<file path="config.mk">
export PLATFORM = sky130hd
export DESIGN_NAME = mem_access_unit
export DESIGN_NICKNAME = d
export VERILOG_FILES = /design/src/rtl/mem_access_unit.sv
export SDC_FILE = /design/constraint.sdc
export NUM_CORES = 1
export LEC_CHECK = 0
export BUFFER_PORTS_ARGS = -buffer_cell sky130_fd_sc_hd__buf_4
export CAP_MARGIN = 20
export CORE_UTILIZATION = 30
export DETAILED_ROUTE_END_ITERATION = 7
export PLACE_DENSITY = 0.59
export SLEW_MARGIN = 10
export SYNTH_ARGS = -nofsm -noshare
export SYNTH_HDL_FRONTEND = slang
export SYNTH_SLANG_ARGS = --single-unit
</file>
<file path="constraint.sdc">
create_clock -name clk -period 3.7 [get_ports clk]
set_input_delay 0.37 -clock clk [delete_from_list [all_inputs] [get_ports clk]]
set_output_delay 0.37 -clock clk [all_outputs]
set_load 0.03 [all_outputs]
</file>
<file path="src/rtl/mem_access_unit.sv">
// MEM-stage data-memory access unit: issues one request per load/store, holds the
// pipeline until the memory acknowledges or the wait budget runs out, and resolves branches.
module mem_access_unit #(
  parameter int unsigned TIMEOUT = 16
) (
  input  logic        clk,
  input  logic        reset,
  input  logic        MemRead,
  input  logic        MemWrite,
  input  logic        Branch,
  input  logic        Zero,
  input  logic [31:0] Add,
  input  logic [31:0] ALUResult,
  input  logic [31:0] ReadData2,
  output logic        mem_req,
  output logic        mem_we,
  output logic [31:0] mem_addr,
  output logic [31:0] mem_wdata,
  input  logic        mem_ack,
  input  logic [31:0] mem_rdata,
  output logic        stall,
  output logic [31:0] ReadData_Out,
  output logic        PCSrc,
  output logic [31:0] BranchTarget,
  output logic        align_err,
  output logic        mem_err,
  output logic [1:0]  fsm_state
);

  typedef enum logic [1:0] {
    IDLE   = 2'd0,
    ACCESS = 2'd1,
    DONE   = 2'd2
  } state_t;

  localparam logic [7:0] LAST_WAIT = 8'(TIMEOUT - 1);

  state_t      state;
  state_t      next_state;
  logic [7:0]  wait_cnt;
  logic        access;
  logic        aligned;
  logic        start;
  logic        misaligned;
  logic        ack_hit;
  logic        timeout_hit;

  assign access      = MemRead | MemWrite;
  assign aligned     = (ALUResult[1:0] == 2'b00);
  assign start       = (state == IDLE) && access && aligned;
  assign misaligned  = (state == IDLE) && access && !aligned;
  assign ack_hit     = (state == ACCESS) && mem_ack;
  // A timeout only fires when no ack arrives in the last wait cycle.
  assign timeout_hit = (state == ACCESS) && !mem_ack && (wait_cnt == LAST_WAIT);

  always_ff @(posedge clk or negedge reset) begin
    if (!reset) state <= IDLE;
    else        state <= next_state;
  end

  always_comb begin
    next_state = state;
    case (state)
      IDLE:    if (start) next_state = ACCESS;
      ACCESS:  if (ack_hit || timeout_hit) next_state = DONE;
      DONE:    next_state = IDLE;
      default: next_state = IDLE;
    endcase
  end

  always_comb begin
    stall = 1'b0;
    if (reset) begin
      case (state)
        IDLE:    stall = start;
        ACCESS:  stall = 1'b1;
        default: stall = 1'b0;
      endcase
    end
    PCSrc        = Branch & Zero & ~stall;
    BranchTarget = Add;
    fsm_state    = state;
  end

  // Handshake: mem_req rises on ACCESS entry with addr/wdata/we registered alongside, and
  // all of them stay frozen until the cycle in which mem_ack is seen or the wait budget ends.
  always_ff @(posedge clk or negedge reset) begin
    if (!reset) begin
      mem_req      <= 1'b0;
      mem_we       <= 1'b0;
      mem_addr     <= 32'd0;
      mem_wdata    <= 32'd0;
      ReadData_Out <= 32'd0;
      align_err    <= 1'b0;
      mem_err      <= 1'b0;
      wait_cnt     <= 8'd0;
    end else begin
      align_err <= misaligned;
      mem_err   <= timeout_hit;
      case (state)
        IDLE: begin
          if (start) begin
            mem_req   <= 1'b1;
            mem_addr  <= ALUResult;
            mem_wdata <= ReadData2;
            mem_we    <= MemWrite & ~MemRead;
            wait_cnt  <= 8'd0;
          end
        end
        ACCESS: begin
          if (ack_hit) begin
            mem_req <= 1'b0;
            if (!mem_we) ReadData_Out <= mem_rdata;
          end else if (timeout_hit) begin
            mem_req <= 1'b0;
            if (!mem_we) ReadData_Out <= 32'd0;
          end else begin
            wait_cnt <= wait_cnt + 8'd1;
          end
        end
        default: ;
      endcase
    end
  end

endmodule

</file>
==> results.cfg, run 1 <==
[clocking]
cts-root-buf = clkbuf_16
hold_buffers = 0
cts_max_level = 3
cts_num_sinks = 110
cts_tree = yes
cts_setup_buffers = 0
cts_resized = 0
clockBufferDepth = 2
cts_buffers = 9
clkLatencyLatePin_ns = 0.34
clk_pin_slew_ns = 0.07

[finish]
drive_above_1_share = 0.528
final_core_util = 0.422
layout.nets = 682
layout_commonest_cell = buf_4
num_antenna_cells = 0
final_cell_mix = buf_4 (209), dfrtp_1 (110), mux2_4 (60)
syn2layout_area_growth_pct = 35.3

[routing]
ant_nets = 0
wire_per_inst_um = 16.0
vias = 3529
drt_iter0_drc = 143
dr.pass1.iters = 4
viasPerCell = 4.60
drc = 0
postRouteWirelength_mm = 12.3

[worst_setup_path]
critPathSlowestCell = or4_4
rr_worst_depth = 4
crit_buf_inv = 1
critical_path_required_ns = 3.93
crit_path_max_fanout = 47
worst_ep_arrival_time_ns = 2.69
r2r_setup_slack_ns = 1.24
worstSetupStartpointType = flop
path_class = flop to flop
path_delay_family = simple AND/OR/NAND/NOR gates
cp_slowest_stage_delay_ns = 0.63
endpoint_kind = flop
r2r-end = mem_addr[24]
rr_startpoint = fsm_state[1]
cp_cell_sequence = or4_4, nor2_8, buf_12, mux2_4

[yosys]
yosys_warnings = 0
syn_inst = 378
yosysSeqAreaShare = 0.548
synth_area_um2 = 5020
syn_nets = 514
ys_ff_latch = 110
ys_types = 38
syn_area_per_cell_um2 = 13.3

[floorplanning]
dieHeight_um = 131
core_um2 = 16100
die_x_um = 131
num_rows = 46
dieArea_um2 = 17300
start_util = 0.312
boundaryPins = 271

[place]
dp_hpwl_mm = 8.74
portBuffers = 206
place_congestion = 0.808

[pwr]
leakagePower_nw = 3.42
vdd.ir_drop.worst_v = 0.000288
power_density_nw_per_um2 = 644

[timing]
min_period_ns = 2.46
tightest_slew_ns = 0.768
setup_viol = 0
rsz0062_at_grt = false
tns_ns = 0
drv_slew = 0
slew_headroom = 0.488
hold_slack_ns = 0.0491
finClkSkew_ns = 0.00752
max_freq_mhz = 407
period_share = 0.665
finalHoldViolCount = 0

[flow_run]
cap_viol_max_count = 0

[grt]
grt_first_pass_wirelength_mm = 19.7
antenna_found_initial = 0
grt_usage = 0.144
overflow = 0
first_global_vias = 3619
grt_max_degree = 61

[run_status]
outcome = finished, final reports clean

[hold_path]
min_path_type = input pin to asynchronous set/reset pin
-- state kept, by name, indices dropped and copies added (netlist names) --
signal	flops
ReadData_Out	32
align_err	1
fsm_state	2
mem_addr	32
mem_err	1
mem_req	1
mem_wdata	32
mem_we	1
wait_cnt	8
-- how the worst max path moves through the flow --
stage                       from             to  slack [ns]  cells past startpoint
global route        fsm_state[1]  mem_wdata[20]        1.14                      4
floorplan           fsm_state[0]          stall        1.65                      4
CTS                 fsm_state[1]   mem_addr[28]        1.22                      4
global placement    fsm_state[1]   mem_addr[13]        1.33                      4
detailed placement  fsm_state[1]    mem_addr[7]        1.24                      4
finish              fsm_state[1]   mem_addr[24]        1.24                      4
-- synthesized netlist by cell type (all sizes together) --
cell	count	area [µm²]
dfrtp	110	2750
o31ai	3	22.5
nor2b	3	18.8
and3	1	6.26
inv	35	131
or3b	2	17.5
nor4	2	12.5
o21bai	2	18.8
nor2	3	27.5
ha	1	12.5
clkbuf	13	50.0
a2bb2oi	1	8.76
nand2	2	7.51
mux2i	3	30.0
nand4	1	6.26
nand4b	1	8.76
nor3	2	10.0
a21oi	8	40.0
o211ai	1	7.51
and2	2	12.5
buf	40	387
mux2	62	923
o2111a	1	11.3
a22oi	32	240
or4	5	41.3
nand3	2	10.0
o21ai	38	190
nor3b	1	7.51
nor4bb	1	10.0
-- through the flow --
stage                     cells  worst slack, ns  power, mW  area (µm²)
final                       767             1.24       4.38        6790
after detailed placement    751             1.24       3.35        6460
after floorplan             378             1.65       2.75        5020
after CTS                   767             1.22       4.45        6790
after global routing        767             1.14       4.60        6790
after global placement      751             1.33       3.32        6460
-- power by group --
part | internal, mW | switching, mW | leakage, nW | total, mW
clock | 0.631 | 0.435 | 0.162 | 1.07
combinational | 0.752 | 0.881 | 2.01 | 1.63
sequential | 1.48 | 0.201 | 1.25 | 1.68
total | 2.86 | 1.52 | 3.42 | 4.38
-- per-layer routing --
metal  wire [µm]  vias up  track usage
met4         214        0       0.0465
met3        1120       23       0.0556
met1        5290     1716        0.181
met2        5640      176        0.227
met5           0        -            0
li1            -     1614            -
-- worst reg2reg max path, delay by kind of cell (launching register included) --
family                 cells  cell delay, ns
muxes                      1            0.39
buffers and inverters      1            0.39
DFF                        1            0.50
and+or+nand+nor            2            1.07
-- cell type report --
type,instances,area [µm²]
Clock buffer,11,253
Inverter,35,131
Multi-Input combinational cell,180,1720
Tap cell,216,270
Clock inverter,5,81.3
Fill cell,1543,9320
Timing Repair Buffer,210,1590
Sequential cell,110,2750
-- cell families (layout without fill, tap and decap cells) --
| logic type | after synthesis | count (layout) | synth area share |
|---|---|---|---|
| buffers and inverters | 88 | 261 | 0.113 |
| AO/OA/AOI/OAI | 86 | 86 | 0.107 |
| adder cells (fa/ha/maj) | 1 | 1 | 0.00249 |
| multiplexers | 65 | 65 | 0.190 |
| AND/OR/NAND/NOR | 28 | 28 | 0.0391 |
| flip-flops | 110 | 110 | 0.548 |
Power figures use the tool's default switching activity.
==> inputs of run 2 (changes only) <==
--- a/config.mk
+++ b/config.mk
@@ -9,7 +9,7 @@
 export CAP_MARGIN = 20
 export CORE_UTILIZATION = 30
 export DETAILED_ROUTE_END_ITERATION = 7
-export PLACE_DENSITY = 0.59
+export PLACE_DENSITY = 0.62
 export SLEW_MARGIN = 10
 export SYNTH_ARGS = -nofsm -noshare
 export SYNTH_HDL_FRONTEND = slang
==> constraint.sdc (replaced) <==
create_clock -name clk -period 2.2 [get_ports clk]
set_input_delay 0.22 -clock clk [delete_from_list [all_inputs] [get_ports clk]]
set_output_delay 0.22 -clock clk [all_outputs]
set_load 0.03 [all_outputs]
==> results.cfg, run 2 (synthesized netlist as in run 1, its figures left out) <==
[run_status]
outcome = finished, final reports clean

[floorplanning]
die_x_um = 131
boundaryPins = 271
dieHeight_um = 131
start_util = 0.312
dieArea_um2 = 17300
core_um2 = 16100
num_rows = 46

[place]
portBuffers = 206
dp_hpwl_mm = 8.68
place_congestion = 0.759

[worst_setup_path]
worstSetupStartpointType = flop
worst_ep_arrival_time_ns = 1.90
crit_path_max_fanout = 6
critical_path_required_ns = 1.98
path_class = flop to output pin
endpoint_kind = output pin

[clocking]
cts_tree = yes
clockBufferDepth = 2
cts_resized = 0
cts_num_sinks = 110
cts_buffers = 9
clkLatencyLatePin_ns = 0.34
cts-root-buf = clkbuf_16
cts_max_level = 3
cts_setup_buffers = 0
clk_pin_slew_ns = 0.07
hold_buffers = 0

[pwr]
power_density_nw_per_um2 = 1060
p_seq_frac = 0.390
p_sw_mw = 2.57
p_sw_frac = 0.356
vdd.ir_drop.worst_v = 0.000366
p_total_mw = 7.22
clkPwrFrac = 0.225
leakagePower_nw = 3.44
combPwrFrac = 0.385
p_int_mw = 4.65

[grt]
grt_usage = 0.143
grt_first_pass_wirelength_mm = 19.6
overflow = 0
first_global_vias = 3659
grt_max_degree = 58
antenna_found_initial = 0

[finish]
layout.nets = 688
syn2layout_area_growth_pct = 35.9
top_regs = ReadData_Out (32), mem_addr (32), mem_wdata (32)
num_antenna_cells = 0
layout_commonest_cell = buf_4
final_cell_mix = buf_4 (213), dfrtp_1 (110), mux2_4 (60)
final_core_util = 0.424
drive_above_1_share = 0.533

[timing]
tns_ns = 0
period_share = 0.962
drv_slew = 0
setup_viol = 0
rsz0062_at_grt = false
slew_headroom = 0.521
finClkSkew_ns = 0.00775
min_period_ns = 2.12
finalHoldViolCount = 0
tightest_slew_ns = 0.719
max_freq_mhz = 472

[routing]
postRouteWirelength_mm = 12.1
drc = 0
ant_nets = 0
dr.pass1.iters = 6
drt_iter0_drc = 160
viasPerCell = 4.57
wire_per_inst_um = 15.6
vias = 3536

[flow_run]
cap_viol_max_count = 0

[hold_path]
min_path_type = input pin to asynchronous set/reset pin
## run 2: cell types whose count changed in the layout (fill, tap and decap cells not counted), sizes merged
cell,previous run,this run
bufinv,2,1
inv,35,36
buf,210,216
clkbuf,11,9
clkinv,2,3
clkinvlp,1,2
## run 2: path summary, 6_finish.rpt
kind,from,slack [ns],cells past startpoint,end
min in group clk,MemRead,0.05,2,mem_we
max in group asynchronous,reset,1.66,2,mem_wdata[29]
worst min register to register,mem_wdata[4],0.50,1,mem_wdata[4]
worst max register to register,fsm_state[0],0.22,4,mem_wdata[15]
worst min-delay path,reset,0.04,2,ReadData_Out[8]
worst max-delay path,fsm_state[0],0.08,4,stall
## run 2: per-stage QoR
stage,hold slack (ns),cells,instance area (µm²),setup WS [ns]
3_3_place_gp,0.401,757,6530,0.280
3_5_place_dp,0.414,757,6530,0.244
4_1_cts,0.0347,773,6830,0.0715
5_1_grt,0.0392,773,6830,0.00551
6_report,0.0389,773,6830,0.0826
2_1_floorplan,-0.0756,378,5020,0.153
## run 2: area by class of cell
cell class                      instances  area, µm²
Clock buffer                            9        225
Clock inverter                          7       72.6
Fill cell                            1514       9290
Inverter                               35        131
Multi-Input combinational cell        180       1720
Sequential cell                       110       2750
Tap cell                              216        270
Timing Repair Buffer                  216       1660
## run 2: critical path, cell delays in order (launching register included)
cell and delay [ns]:
dfrtp_1 0.39, or4_4 0.60, o21bai_1 0.25, and2_1 0.17, buf_4 0.15
## run 2: power groups by stage
stage	sequential (mW)	clock [mW]	combinational [mW]
after floorplan	3.69	0	0.937
after global placement	2.83	0	2.76
after detailed placement	2.84	0	2.81
after CTS	2.81	1.69	2.81
after global routing	2.87	1.77	2.94
final	2.81	1.63	2.78
## run 2: metal layers
metal,vias up,GRT usage,part of all wire
li1,1627,-,-
met1,1699,0.185,0.44
met2,187,0.223,0.46
met3,23,0.0436,0.084
met4,0,0.0581,0.016
met5,-,0,0
==> inputs of run 3 (changes only) <==
--- a/config.mk
+++ b/config.mk
@@ -9,7 +9,7 @@
 export CAP_MARGIN = 20
 export CORE_UTILIZATION = 30
 export DETAILED_ROUTE_END_ITERATION = 7
-export PLACE_DENSITY = 0.62
+export PLACE_DENSITY_LB_ADDON = 0.1
 export SLEW_MARGIN = 10
 export SYNTH_ARGS = -nofsm -noshare
 export SYNTH_HDL_FRONTEND = slang
==> results.cfg, run 3 (synthesized netlist as in run 1, its figures left out) <==
[run_status]
outcome = finished, final reports clean

[timing]
tns_ns = 0
rsz0062_at_grt = false
finClkSkew_ns = 0.0126
slew_headroom = 0.525
hold_slack_ns = 0.0352
tightest_slew_ns = 0.713
drv_slew = 0
min_period_ns = 2.10
period_share = 0.953
setup_viol = 0
worst_slack_ns = 0.104
max_freq_mhz = 477
finalHoldViolCount = 0

[clocking]
cts_max_level = 3
cts_tree = yes
cts_buffers = 9
cts_num_sinks = 110
clk_pin_slew_ns = 0.08
clkLatencyLatePin_ns = 0.36
cts_resized = 0
cts-root-buf = clkbuf_16
clockBufferDepth = 2

[pwr]
vdd.ir_drop.worst_v = 0.000534
p_total_mw = 7.15
power_density_nw_per_um2 = 1050
leakagePower_nw = 3.45

[place]
placed_area_um2 = 6550
place_congestion = 0.752
portBuffers = 206
post-place-cells = 758
dp_hpwl_mm = 8.53
dp_worst_setup_slack_ns = 0.329

[finish]
fin_area_um2 = 6840
final_cell_mix = buf_4 (213), dfrtp_1 (110), mux2_4 (60)
top_regs = ReadData_Out (32), mem_addr (32), mem_wdata (32)
instances_no_fill = 775
layout.nets = 690
fill_cells = 1516
num_antenna_cells = 0
multiInputGateArea_um2 = 1720
seq_area_um2 = 2750
syn2layout_area_growth_pct = 36.1
layout_commonest_cell = buf_4
final_core_util = 0.424
drive_above_1_share = 0.531

[grt]
grt_usage = 0.142
grt_first_pass_wirelength_mm = 19.3
antenna_found_initial = 0
grt_max_degree = 101
first_global_vias = 3512
overflow = 0

[hold_path]
min_path_type = input pin to flop

[flow_run]
cap_viol_max_count = 0

[worst_setup_path]
crit_path_max_fanout = 6
cp_cell_sequence = or4_4, o21bai_1, and2_1, buf_4
cp.depth = 4
crit_start = fsm_state[0]
r2r_setup_slack_ns = 0.33
worstSetupStartpointType = flop
critPathSlowestCell = or4_4
path_delay_family = simple AND/OR/NAND/NOR gates
cp_slowest_stage_delay_ns = 0.61
worst_ep_arrival_time_ns = 1.88
r2r-end = ReadData_Out[29]
cp-endpoint = stall
endpoint_kind = output pin
path_class = flop to output pin
rr_startpoint = fsm_state[1]
critical_path_required_ns = 1.98
crit_buf_inv = 1
rr_worst_depth = 4

[routing]
viasPerCell = 4.55
dr.pass1.iters = 4
vias = 3523
wl_met3_mm = 1.17
drc = 0
ant_nets = 0
met2RoutedLength_mm = 5.01
wl_met1_mm = 5.82
top_layer = met4
wire_per_inst_um = 15.7
drt_iter0_drc = 143
postRouteWirelength_mm = 12.2

[floorplanning]
boundaryPins = 271
start_util = 0.312
dieArea_um2 = 17300
die_x_um = 131
core_um2 = 16100
dieHeight_um = 131
num_rows = 46
-- run 3: cell types whose count changed in the layout (fill, tap and decap cells not counted), sizes merged --
| cell | previous run | this run |
|---|---|---|
| clkbuf | 9 | 11 |
| buf | 216 | 217 |
| clkinv | 3 | 2 |
| bufinv | 1 | 0 |
| dlygate4sd3 | 0 | 1 |
-- run 3: worst reg2reg max path, stage by stage, from the launching register on --
cell	delay, ns
dfrtp_1	0.38
buf_4	0.17
or3b_2	0.78
a22oi_1	0.29
o21ai_0	0.12
-- run 3: timing repair --
item / CTS / global route
hold buffers: 1 / 0
buffers inserted: 0 / 0
endpoints found under the hold margin: 10 / 0
-- run 3: layout make-up --
type | instances | share of cell area
clock buffer | 11 | 0.0355
timing repair buffer | 218 | 0.247
inverter | 35 | 0.0192
tap | 216 | 0.0395
multi-input combinational | 180 | 0.251
sequential | 110 | 0.403
clock inverter | 5 | 0.00494
-- run 3: how the worst min path moves through the flow --
stage | startpoint | end | slack (ns) | depth (start not counted)
2_1_floorplan | reset | ReadData_Out[0] | -0.08 | 0
3_3_place_gp | reset | align_err | 0.08 | 1
3_5_place_dp | reset | align_err | 0.08 | 1
4_1_cts | MemRead | mem_we | 0.02 | 2
5_1_grt | MemRead | mem_we | 0.04 | 2
6_report | MemRead | mem_we | 0.04 | 2
-- run 3: power by group --
part	internal [mW]	switching [mW]
combinational	1.29	1.51
clock	0.801	0.764
sequential	2.49	0.306
total	4.57	2.58
-- run 3: per-layer routing --
metal / up-vias / track usage
li1: 1639 / -
met3: 12 / 0.0633
met5: - / 0
met1: 1696 / 0.188
met4: 0 / 0.0433
met2: 176 / 0.205
